--- config.mk ---
export PLATFORM = sky130hd
export DESIGN_NAME = ldm_stm_sequencer
export DESIGN_NICKNAME = d
export VERILOG_FILES = /design/src/rtl/ldm_stm_sequencer.sv
export SDC_FILE = /design/constraint.sdc
export NUM_CORES = 1
export LEC_CHECK = 0
export CAP_MARGIN = 5
export CORE_MARGIN = 4
export CORE_UTILIZATION = 51
export DETAILED_ROUTE_END_ITERATION = 10
export GPL_ROUTABILITY_DRIVEN = 1
export GPL_TIMING_DRIVEN = 0
export PLACE_DENSITY = 0.82
export REMOVE_ABC_BUFFERS = 1
export SYNTH_ARGS = -nofsm -noshare
export SYNTH_HDL_FRONTEND = slang
export SYNTH_SLANG_ARGS = --single-unit
--- constraint.sdc ---
create_clock -name clk -period 7.22 [get_ports clk]
set_input_delay 1.444 -clock clk [delete_from_list [all_inputs] [get_ports clk]]
set_output_delay 1.444 -clock clk [all_outputs]
set_load 0.02 [all_outputs]
--- src/rtl/ldm_stm_sequencer.sv ---
// ldm_stm_sequencer: ARM LDM/STM multi-register transfer engine.
// Walks reg_list low-to-high, one word access per set bit.
module ldm_stm_sequencer #(
    parameter logic [4:0] USR_MODE = 5'b10000
) (
    input  logic        clk,
    input  logic        rst,
    input  logic        start,
    input  logic        is_load,
    input  logic        pre_index,
    input  logic        up,
    input  logic        writeback,
    input  logic        user_bank,
    input  logic [3:0]  base_reg,
    input  logic [31:0] base_addr,
    input  logic [15:0] reg_list,
    input  logic [4:0]  mode,
    output logic        busy,
    output logic        done,
    output logic        mem_req,
    output logic        mem_we,
    output logic [31:0] mem_addr,
    output logic [31:0] mem_wdata,
    input  logic [31:0] mem_rdata,
    input  logic        mem_ack,
    output logic [3:0]  rf_r_addr,
    input  logic [31:0] rf_r_data,
    output logic [3:0]  rf_w_addr,
    output logic [31:0] rf_w_data,
    output logic        rf_write_reg,
    output logic        rf_write_pc,
    output logic [31:0] rf_pc_data,
    output logic [4:0]  rf_mode
);

    typedef enum logic [2:0] {
        S_IDLE,
        S_SETUP,
        S_XFER,
        S_WB,
        S_DONE
    } state_t;

    state_t      state;
    logic        ld_q;
    logic        pre_q;
    logic        up_q;
    logic        wb_q;
    logic        usr_q;
    logic [3:0]  breg_q;
    logic [31:0] base_q;
    logic [31:0] addr_q;
    logic [31:0] wbval_q;
    logic [15:0] list_q;
    logic [15:0] orig_q;
    logic        req_q;

    logic [4:0]  cnt;
    logic [31:0] span;
    logic [3:0]  cur;
    logic        ack_beat;
    logic        ld_beat;
    logic        reg_beat;
    logic        pc_beat;
    logic        wb_wr;
    logic        st_beat;

    // number of registers still in the list (full list during setup)
    always_comb begin
        cnt = '0;
        for (int i = 0; i < 16; i++) begin
            cnt = cnt + 5'(list_q[i]);
        end
    end

    assign span = {25'd0, cnt, 2'b00};

    // lowest remaining register is the one being transferred
    always_comb begin
        cur = 4'd0;
        for (int i = 15; i >= 0; i--) begin
            if (list_q[i]) begin
                cur = 4'(i);
            end
        end
    end

    // sequencing state, latched operands and running address
    always_ff @(posedge clk or posedge rst) begin
        if (rst) begin
            state   <= S_IDLE;
            ld_q    <= 1'b0;
            pre_q   <= 1'b0;
            up_q    <= 1'b0;
            wb_q    <= 1'b0;
            usr_q   <= 1'b0;
            breg_q  <= '0;
            base_q  <= '0;
            addr_q  <= '0;
            wbval_q <= '0;
            list_q  <= '0;
            orig_q  <= '0;
            req_q   <= 1'b0;
        end else begin
            unique case (state)
                S_IDLE: begin
                    if (start) begin
                        ld_q   <= is_load;
                        pre_q  <= pre_index;
                        up_q   <= up;
                        wb_q   <= writeback;
                        usr_q  <= user_bank;
                        breg_q <= base_reg;
                        base_q <= base_addr;
                        list_q <= reg_list;
                        orig_q <= reg_list;
                        state  <= S_SETUP;
                    end
                end
                S_SETUP: begin
                    wbval_q <= up_q ? base_q + span : base_q - span;
                    unique case ({up_q, pre_q})
                        2'b10:   addr_q <= base_q;
                        2'b11:   addr_q <= base_q + 32'd4;
                        2'b00:   addr_q <= base_q - span + 32'd4;
                        default: addr_q <= base_q - span;
                    endcase
                    if (cnt == 5'd0) begin
                        state <= S_DONE;
                    end else begin
                        state <= S_XFER;
                        req_q <= 1'b1;
                    end
                end
                S_XFER: begin
                    if (req_q) begin
                        if (mem_ack) begin
                            req_q       <= 1'b0;
                            list_q[cur] <= 1'b0;
                            addr_q      <= addr_q + 32'd4;
                        end
                    end else if (list_q == 16'd0) begin
                        state <= S_WB;
                    end else begin
                        req_q <= 1'b1;
                    end
                end
                S_WB: begin
                    state <= S_DONE;
                end
                S_DONE: begin
                    state <= S_IDLE;
                end
                default: begin
                    state <= S_IDLE;
                end
            endcase
        end
    end

    // a loaded base register takes priority over writeback
    assign ack_beat = (state == S_XFER) && req_q && mem_ack;
    assign ld_beat  = ack_beat && ld_q;
    assign reg_beat = ld_beat && (cur != 4'd15);
    assign pc_beat  = ld_beat && (cur == 4'd15);
    assign st_beat  = req_q && !ld_q;
    assign wb_wr    = (state == S_WB) && wb_q && !(ld_q && orig_q[breg_q]);

    assign busy      = (state != S_IDLE);
    assign done      = (state == S_DONE);
    assign mem_req   = req_q;
    assign mem_we    = st_beat;
    assign mem_addr  = req_q ? addr_q : 32'd0;
    assign rf_r_addr = st_beat ? cur : 4'd0;
    assign mem_wdata = st_beat ? rf_r_data : 32'd0;

    assign rf_write_reg = reg_beat || wb_wr;
    assign rf_w_addr    = reg_beat ? cur :
                          wb_wr ? breg_q : 4'd0;
    assign rf_w_data    = reg_beat ? mem_rdata :
                          wb_wr ? wbval_q : 32'd0;
    assign rf_write_pc  = pc_beat;
    assign rf_pc_data   = pc_beat ? mem_rdata : 32'd0;

    assign rf_mode = (busy && usr_q) ? USR_MODE : mode;

endmodule

==> summary.txt <==
WL met1 = 16100 um
Max_slew headroom = 12.1%
Initial antenna violation count = 0
Clock sinks = 141
CP startpoint kind = register
DR DRC count = 0
Finished Layout Cells = 2000
WP data required = 7500 ps
Global-route wire length before repair = 62600 um
Register area share after synthesis = 30.8%
Cell count after synthesis = 1503
Yosys top cell area share = 30.8%
Most frequent cells in the layout = nand2_1 (297), clkdlybuf4s50_1 (276), dfrtp_1 (140)
Row Count = 54
Register area = 3530 sq um
Die Wd = 158 um
Drt wl/cell = 20.0 um
N_diodes = 0
EDFF count, synth = 0
IO Count = 277
Placeable Area = 22000 sq um
Root Buffer = clkbuf_16
Initial Utilization = 52.2%
DRT Pass-1 Iters = 9
Die area = 24900 sq um
DR vias = 12300
Routed wl met2 = 18000 um
Post-synth top flop = dfrtp_1
Placed Cells = 1961
Commonest non-fill, non-tap cell in the layout = nand2_1
Top Layer Used = met4
Clk buf depth = 2
Dpl hpwl = 29700 um
Vias in the first global route = 11500
GRT Resource Usage Total = 31.6%
Die height = 158 um
Max-cap violations = 0
Max-slew violation count = 0
Fmax = 145 MHz
Final setup fails = 0
Global route overflow = 0
Cell variety after synth = 89
Status = complete, no violations
Cell Area, Synth = 11500 sq um
Routability congestion estimate = 0.985
HP Class = reg2reg
Min cycle time layout = 6910 ps
RSZ-0062 raised after global routing = false
Layout cells sized above 1 = 5.87%
TritonCTS clock tree = yes
Max FO, Critical Path = 10
Pin count of the biggest net entering global routing = 77
Fraction of registers with async set or reset after synthesis = 100%
Worst-Margin Slew = 1310 ps
Mean Syn Cell Area = 7.62 sq um
Multi-input gate area = 7380 sq um
Filler Cells Inserted = 1804
PortBufs = 276
Layout Skew = 12.7 ps
R2R Setup Slk = 310 ps
Synth top area cells = dfrtp_1 (31%), nand2_1 (9.8%), and2_1 (5.5%), o21ai_0 (3.9%), xnor2_1 (3.4%)
Clock transition at path regs = 70 ps
Final Hold Viols = 0
Routed wire length = 40000 um
Routed wl met3 = 4870 um
CP Data Arrival Time = 7190 ps
Total Nets Final = 1871
Dominant cell type by area after synthesis = dfrtp_1
CTS H-tree lvls = 4
Synth warnings = 0
Number of synthesized register bits = 141
Clock Latency Late Sink = 440 ps
Area Growth Syn to Fin = 31.3%
Via density = 6.14
Crit path kind = reg2reg
Final ANT Viol Nets = 0
Critical Path Sink Type = register
Final worst path period share = 95.7%
Num CTS Buffers = 17
Iter 0 DRT Violations = 1273
==> cell usage after synthesis, drive strengths merged (7+ instances only) <==
cell type  instances
a31oi             21
o22ai              8
a22o              34
nand2b            12
and3              27
nor3b              9
nand3             51
xnor2             44
or4               11
fa                12
o21a              10
xor2              27
clkbuf            88
nor2             101
ha                22
inv               58
buf               19
nor2b             14
o31ai             12
a22oi              8
nor3              33
a21oi             76
a211oi            10
dfrtp            141
and2             101
mux2i              8
o21ai            106
nor4              15
nand4             17
nand2            298
o211ai             7
==> through the flow <==
step                      util, %  area (sq um)  TNS, ps  hold WS (ps)  setup WS, ps
after floorplan                 -         11000        0           438           632
after global placement       64.4         14100  -115890           452         -1990
after detailed placement     65.3         14300     -134           459          -134
after CTS                    68.1         14900        0           477          87.3
after global routing         68.5         15100        0           498          30.6
final                        68.5         15100        0           478           309
==> kinds of logic after synthesis <==
family	count (synthesis)	share of synthesized area, %
flip-flops	141	30.8
AO/OA/AOI/OAI	368	21.3
XOR/XNOR	71	5.43
multiplexers	16	1.98
buffers and inverters	165	5.75
adder cells (fa/ha/maj)	34	4.50
AND/OR/NAND/NOR	708	30.2
==> state kept, by name (all words and copies together), names as in the netlist <==
name     cells
orig_q      16
wb_q         1
mem_req      1
breg_q       4
list_q      16
ld_q         1
up_q         1
state        3
addr_q      32
pre_q        1
base_q      32
wbval_q     32
usr_q        1
==> per-layer routing <==
metal  GRT usage (%)  vias up
li1                -     5669
met1            42.8     5731
met2            50.2      784
met3            8.67      100
met4            8.64        0
met5               0        -
==> what timing repair did <==
action | 4_1_cts | 5_1_grt
endpoints found under the setup margin | 2 | 16
resized for setup | 1 | 10
gates cloned | 0 | 0
hold endpoints to repair | 0 | 0
buffers inserted | 0 | 7
pin swaps | 0 | 2
hold buffers | 0 | 0
==> critical path: stages, from the launching register on <==
cell and delay [ps]:
dfrtp_1 390, inv_1 130, fa_1 540, inv_1 50
fa_1 460, fa_1 530, inv_1 50, fa_1 480
inv_1 50, ha_1 190, inv_1 70, fa_1 520
fa_1 520, nor4b_2 210, o31ai_2 370, buf_4 270
nand3_1 110, xnor2_1 250, or4b_4 620, nor3b_2 270
nand2_1 110, xnor2_1 360, o221ai_1 200
==> final timing paths <==
kind                                        start                endpoint  depth (start not counted)
max                         list_q[5]$_DFFE_PP0P_  addr_q[21]$_DFFE_PP0P_                         22
min                        orig_q[14]$_DFFE_PP0P_  orig_q[14]$_DFFE_PP0P_                          2
max reg2reg                 list_q[5]$_DFFE_PP0P_  addr_q[21]$_DFFE_PP0P_                         22
min reg2reg                orig_q[14]$_DFFE_PP0P_  orig_q[14]$_DFFE_PP0P_                          2
max in group asynchronous                     rst  addr_q[15]$_DFFE_PP0P_                          3
min in group asynchronous                     rst   list_q[8]$_DFFE_PP0P_                          2
==> area by class of cell <==
type	count	share of cell area [%]
Clock inverter	15	1.13
Clock buffer	17	2.83
Multi-Input combinational cell	1197	49.0
Tap cell	280	2.33
Timing Repair Buffer	292	19.8
Sequential cell	141	23.4
Inverter	58	1.48
Power is left out: the tool's default activity adds up to more than one toggle a clock period on the data nets, which glitch-free logic cannot reach.
